[src/rtl/alu_pkg.sv]
// alu_pkg: ALU opcodes, sequencer state encoding and the buffered request payload.
package alu_pkg;
  localparam int ALU_REGSEL_W = 3;
  localparam logic [3:0] ALU_ADD = 4'h0, ALU_ADC = 4'h1, ALU_SUB = 4'h2, ALU_SBC = 4'h3;
  localparam logic [3:0] ALU_AND = 4'h4, ALU_OR = 4'h5, ALU_XOR = 4'h6, ALU_CMP = 4'h7;
  typedef logic [2:0] seq_state_t;
  localparam seq_state_t S_IDLE = 3'd0, S_SEL = 3'd1, S_LATCH = 3'd2, S_WRC = 3'd3;
  localparam seq_state_t S_CMTC = 3'd4, S_WRF = 3'd5, S_CMTF = 3'd6, S_DONE = 3'd7;
  typedef struct packed {
    logic [3:0]              op;
    logic [ALU_REGSEL_W-1:0] sel_a;
    logic [ALU_REGSEL_W-1:0] sel_b;
    logic [ALU_REGSEL_W-1:0] sel_c;
    logic                    setf;
  } alu_req_t;
endpackage

[src/rtl/constants_pkg.sv]
// constants_pkg: shared bus width and ALU bus command encoding.
package constants_pkg;
  localparam int WORDSIZE = 16;
  typedef enum logic [1:0] {COM_NOP, COM_LATCHOP, COM_WRITEC, COM_WRITEF} command_t;
endpackage

[src/rtl/alu_req_fifo.sv]
// alu_req_fifo: synchronous request FIFO; pointers carry one wrap bit to split full from empty.
module alu_req_fifo
  import alu_pkg::*;
#(
  parameter int DEPTH = 2
) (
  input  logic     i_Clk,
  input  logic     i_Reset_n,
  input  logic     push,
  input  logic     pop,
  input  alu_req_t wdata,
  output alu_req_t rdata,
  output logic     full,
  output logic     empty
);
  localparam int AW = $clog2(DEPTH);
  alu_req_t mem [DEPTH];
  logic [AW:0] wp, rp;
  assign empty = wp == rp;
  assign full = (wp[AW] != rp[AW]) && (wp[AW-1:0] == rp[AW-1:0]);
  assign rdata = mem[rp[AW-1:0]];
  always_ff @(posedge i_Clk or negedge i_Reset_n)
    if (!i_Reset_n) begin
      wp <= '0;
      rp <= '0;
    end else begin
      if (push) wp <= wp + 1'b1;
      if (pop) rp <= rp + 1'b1;
    end
  always_ff @(posedge i_Clk)
    if (push) mem[wp[AW-1:0]] <= wdata;
endmodule

[src/rtl/alu_sequencer.sv]
// alu_sequencer: issues LATCHOP/WRITEC/WRITEF bus commands for one buffered ALU instruction at a time.
module alu_sequencer
  import alu_pkg::*;
#(
  parameter int WORDSIZE = constants_pkg::WORDSIZE,
  parameter int REGSEL_W = ALU_REGSEL_W,
  parameter int Q_DEPTH  = 2
) (
  input  logic                    i_Clk,
  input  logic                    i_Reset_n,
  input  logic                    i_req_valid,
  output logic                    o_req_ready,
  input  logic [3:0]              i_req_op,
  input  logic [REGSEL_W-1:0]     i_req_sel_a,
  input  logic [REGSEL_W-1:0]     i_req_sel_b,
  input  logic [REGSEL_W-1:0]     i_req_sel_c,
  input  logic                    i_req_setf,
  output logic [REGSEL_W-1:0]     o_sel_a,
  output logic [REGSEL_W-1:0]     o_sel_b,
  output logic [REGSEL_W-1:0]     o_sel_c,
  output constants_pkg::command_t o_bus_command,
  output logic                    o_bus_valid,
  output logic [WORDSIZE-1:0]     o_bus_data,
  output logic                    o_rf_we,
  output logic                    o_done,
  output logic                    o_busy,
  output logic [15:0]             o_done_count
);
  seq_state_t state, nxt;
  alu_req_t head, cur, wreq;
  logic full, empty, push, pop;
  logic [15:0] done_cnt;
  assign push = i_req_valid && !full;
  assign pop = (state == S_IDLE || state == S_DONE) && !empty;
  assign o_req_ready = !full;
  assign o_busy = state != S_IDLE || !empty;
  assign o_done_count = done_cnt;
  assign wreq = '{op: i_req_op, sel_a: ALU_REGSEL_W'(i_req_sel_a), sel_b: ALU_REGSEL_W'(i_req_sel_b),
                  sel_c: ALU_REGSEL_W'(i_req_sel_c), setf: i_req_setf};
  alu_req_fifo #(.DEPTH(Q_DEPTH)) u_fifo (
    .i_Clk(i_Clk), .i_Reset_n(i_Reset_n), .push(push), .pop(pop),
    .wdata(wreq), .rdata(head), .full(full), .empty(empty)
  );
  always_comb begin
    nxt = S_IDLE;
    unique case (state)
      S_IDLE:  nxt = empty ? S_IDLE : S_SEL;
      S_SEL:   nxt = S_LATCH;
      S_LATCH: nxt = cur.op != ALU_CMP ? S_WRC : cur.setf ? S_WRF : S_DONE;
      S_WRC:   nxt = S_CMTC;
      S_CMTC:  nxt = cur.setf ? S_WRF : S_DONE;
      S_WRF:   nxt = S_CMTF;
      S_CMTF:  nxt = S_DONE;
      S_DONE:  nxt = empty ? S_IDLE : S_SEL;
      default: nxt = S_IDLE;
    endcase
  end
  // Outputs are registered decodes of the current state, so they trail the state by one cycle.
  always_ff @(posedge i_Clk or negedge i_Reset_n)
    if (!i_Reset_n) begin
      state         <= S_IDLE;
      cur           <= '0;
      o_bus_command <= constants_pkg::COM_NOP;
      o_bus_valid   <= 1'b0;
      o_bus_data    <= '0;
      o_rf_we       <= 1'b0;
      o_done        <= 1'b0;
      done_cnt      <= '0;
      o_sel_a       <= '0;
      o_sel_b       <= '0;
      o_sel_c       <= '0;
    end else begin
      state         <= nxt;
      if (pop) cur <= head;
      o_bus_command <= state == S_LATCH ? constants_pkg::COM_LATCHOP :
                       state == S_WRC   ? constants_pkg::COM_WRITEC  :
                       state == S_WRF   ? constants_pkg::COM_WRITEF  : constants_pkg::COM_NOP;
      o_bus_valid   <= state == S_LATCH;
      o_bus_data    <= state == S_LATCH ? WORDSIZE'(cur.op) : '0;
      o_rf_we       <= state == S_CMTC || state == S_CMTF;
      o_done        <= state == S_DONE;
      if (state == S_DONE) done_cnt <= done_cnt + 1'b1;
      o_sel_a       <= state == S_IDLE ? '0 : REGSEL_W'(cur.sel_a);
      o_sel_b       <= state == S_IDLE ? '0 : REGSEL_W'(cur.sel_b);
      o_sel_c       <= state == S_IDLE ? '0 : REGSEL_W'(cur.sel_c);
    end
endmodule

[config.mk]
export PLATFORM = sky130hd
export DESIGN_NAME = alu_sequencer
export DESIGN_NICKNAME = d
export VERILOG_FILES = /design/src/rtl/alu_pkg.sv /design/src/rtl/constants_pkg.sv /design/src/rtl/alu_req_fifo.sv /design/src/rtl/alu_sequencer.sv
export SDC_FILE = /design/constraint.sdc
export NUM_CORES = 1
export LEC_CHECK = 0
export BUFFER_PORTS_ARGS = -buffer_cell sky130_fd_sc_hd__clkbuf_2
export CAP_MARGIN = 20
export CORE_MARGIN = 1.5
export CORE_UTILIZATION = 49
export DETAILED_ROUTE_END_ITERATION = 16
export GPL_ROUTABILITY_DRIVEN = 0
export HOLD_SLACK_MARGIN = 0.02
export PLACE_DENSITY = 0.75
export SLEW_MARGIN = 20
export SYNTH_ARGS = -nofsm -noshare
export SYNTH_HDL_FRONTEND = slang
export SYNTH_SLANG_ARGS = --single-unit
[constraint.sdc]
create_clock -name i_Clk -period 2.2 [get_ports i_Clk]
set_clock_uncertainty 0.1 [all_clocks]
set_input_delay 0.11 -clock i_Clk [delete_from_list [all_inputs] [get_ports i_Clk]]
set_output_delay 0.11 -clock i_Clk [all_outputs]
set_load 0.05 [all_outputs]
==> impl_results.md <==
* PwrDens at 1460 nW/um^2
* Initial antenna violation count at 0
* Die width at 84.01 um
* Cell taking the most area after synthesis: dfrtp_1
* Fin crit share at 90.21%
* Post-synth EDFFs at 28
* Int Pwr at 3385 uW
* Mean post-synth cell area at 13.63 um^2
* Combinational share of power at 38.7%
* Diode count at 0
* R2r startpoint: state[0]
* Final hold viol count at 0
* Final setup TNS at 0 ns
* Power Total at 5681 uW
* Clock Power Share at 18.2%
* Clk slew on worst S/H paths at 0.09 ns
* DRC viols at 0
* Max_slew headroom at 54.17%
* Setup CP Type: register to output port
* NumNets Final at 329
* WP data arrival at 1.77 ns
* Startpoint Class: register
* WP buf/inv at 2
* Min Tclk post-route at 1.985 ns
* Max IR drop VDD at 0.0007881 V
* CTS tree: done
* Total die area at 7058 um^2
* Synth warnings at 0
* Leading cell types by count after synthesis: 55 x dfrtp_1, 28 x edfxtp_1, 22 x nand2_1
* Placed Instance Area at 3546 um^2
* Final cell count without fillers at 393
* IO Port Bufs at 52
* Global-route wire length before repair at 8.687 mm
* Core area at 6350 um^2
* Multi-input logic area at 875.8 um^2
* Register area at 2217 um^2
* Crit path required time at 1.99 ns
* Vias at 1,876
* Post-layout instance area at 3891 um^2
* Num ports at 65
* Grt ovf at 0
* Critical path capture point type: output port
* Layout area overhead at 21.01%
* Wire per inst at 13.37 um
* Highest-delay cell along the critical path: dfrtp_1
* Crit path max fanout at 10
* Min-delay worst type: primary input to asynchronous set/reset pin
* Main synth FF type: dfrtp_1
* Worst r2r path cells at 4
* Switch Pwr at 2297 uW
* Worst path depth at 4
* Worst-Margin Slew at 0.6875 ns
* Cells after Synth at 236
* Sequential group share of total power at 43.0%
* # Max-Cap Violations at 0
* Finish-stage setup viols at 0
* Placed Cells at 361
* Max Clock Freq at 503.9 MHz
* Largest net degree at the start of global routing at 31
* CP top delay family: buffers and inverters
* Leakage power at 0.001788 uW
* Final Slew Violations at 0
* Vias in the first global route at 1,871
* # clock sinks at 83
* Starting DRT DRC Count at 66
* Crit path cell chain: nor3_1, buf_4, nand2_1, clkbuf_2
* Sw Ratio at 40.42%
* Critical Path Start: state[2]
* Clock tree buffer depth at 2
* Routed vias/inst at 4.774
* Initial Utilization at 50.64%
* Drt first pass iters at 4
* Total CTS buffers at 9
* Post_cts resized at 0
* Largest cells by area after synthesis: dfrtp_1 43%, edfxtp_1 26%, mux2i_1 4.7%, xnor2_1 4.4%, buf_4 3.5%
* Mapped cell area at 3216 um^2
* Final WL at 5.255 mm
* Fill count at 531
* Layout cells sized above 1 at 24.37%
* Die height at 84.01 um
* GRT Total Usage at 16.48%
* Clock Latency Late Sink at 0.35 ns
* Sequential element share of the synthesized area at 68.95%
* Final hold slack at 0.2302 ns
* Post-DP HPWL at 3.446 mm
* Post-synth top area share at 42.80%
* Most numerous cell in the Yosys netlist: dfrtp_1
* Synthesized flop and latch total at 83
* Largest stage delay on the critical path at 0.48 ns
* Routed Antenna Nets at 0
* H-tree depth at 3
* RSZ-0062 raised after global routing: no
* Root buffer cell: clkbuf_8
* Row count at 29
* Status: finished, final reports clean
* Yosys cell types at 31
* Post-synth ARST share at 66.27%
-- final timing paths --
kind / to / slack [ns]
worst max-delay path: o_busy / 0.22
worst min-delay path: o_done_count[9] / 0.23
worst min register to register: o_done_count[15] / 0.37
worst max register to register: o_done_count[5] / 0.44
min in group i_Clk: o_done_count[15] / 0.37
max in group asynchronous: cur[8] / 1.18
-- area by class of cell --
cell class | count | share of cell area (%)
flip-flops and latches | 83 | 56.98
multi-input cells | 138 | 22.51
repair buffers | 76 | 12.99
clock buffers | 11 | 3.376
well taps | 77 | 2.476
clock inverters | 5 | 1.383
inverters | 3 | 0.2894
-- kinds of logic after synthesis --
group                      share of synthesized area (%)
AOI/OAI and AO/OA                                  4.086
xor gates and xnor gates                           5.992
adders and majority gates                         0.3890
buffers and inverters                              5.253
DFF                                                68.95
muxes                                              5.019
other                                             0.1166
and+or+nand+nor                                    10.19
-- stage by stage --
step | util [%] | setup WS (ns)
after floorplan | - | 0.1138
after global placement | 55.84 | 0.4854
after detailed placement | 55.84 | 0.4322
after CTS | 61.28 | 0.1920
after global routing | 61.28 | 0.06840
final | 61.28 | 0.2155
-- routing by layer --
layer	global-route usage [%]	vias to the layer above	routed length, um
li1	-	927	-
met1	19.68	894	2334
met4	8.495	0	87
met2	26.54	47	2574
met3	5.638	8	260
met5	0	-	0
-- cells in the final DEF, fill, tap and decap left out, drive strengths merged --
cell type    count
mux2i           15
o21ai           16
bufinv           1
xnor2           16
inv              3
and3             4
nor2b            9
mux2             1
dlygate4sd3     16
nand4            6
clkbuf          63
xor2             6
edfxtp          28
and4             1
and4b            1
o21a             1
buf              8
o2bb2ai          1
and2             6
ha               1
clkinvlp         2
o21bai           1
nand2b           1
nor3             3
a21oi            3
nand3            6
dfrtp           55
conb            12
nor2             5
o22ai            1
clkinv           2
nand2           22
-- repair_timing --
action,CTS,global route
hold buffers,16,0
hold endpoints to repair,55,0
setup buffers,0,0
-- power by group through the flow --
stage / registers [uW] / logic (uW) / clock network [uW]
after floorplan: 2960 / 1180 / 0
after global placement: 2450 / 2150 / 0
after detailed placement: 2480 / 2200 / 0
after CTS: 2450 / 2230 / 1070
after global routing: 2500 / 2410 / 1150
final: 2450 / 2200 / 1040
-- sequential cells by signal, summed over array words and instances, names as in the netlist, 3 cells and up --
| name | flops |
|---|---|
| u_fifo.mem | 28 |
| o_bus_data | 4 |
| o_sel_b | 3 |
| cur | 14 |
| o_sel_a | 3 |
| state | 3 |
| o_done_count | 16 |
| o_sel_c | 3 |
Note: power is estimated with default switching activity, not from simulation.
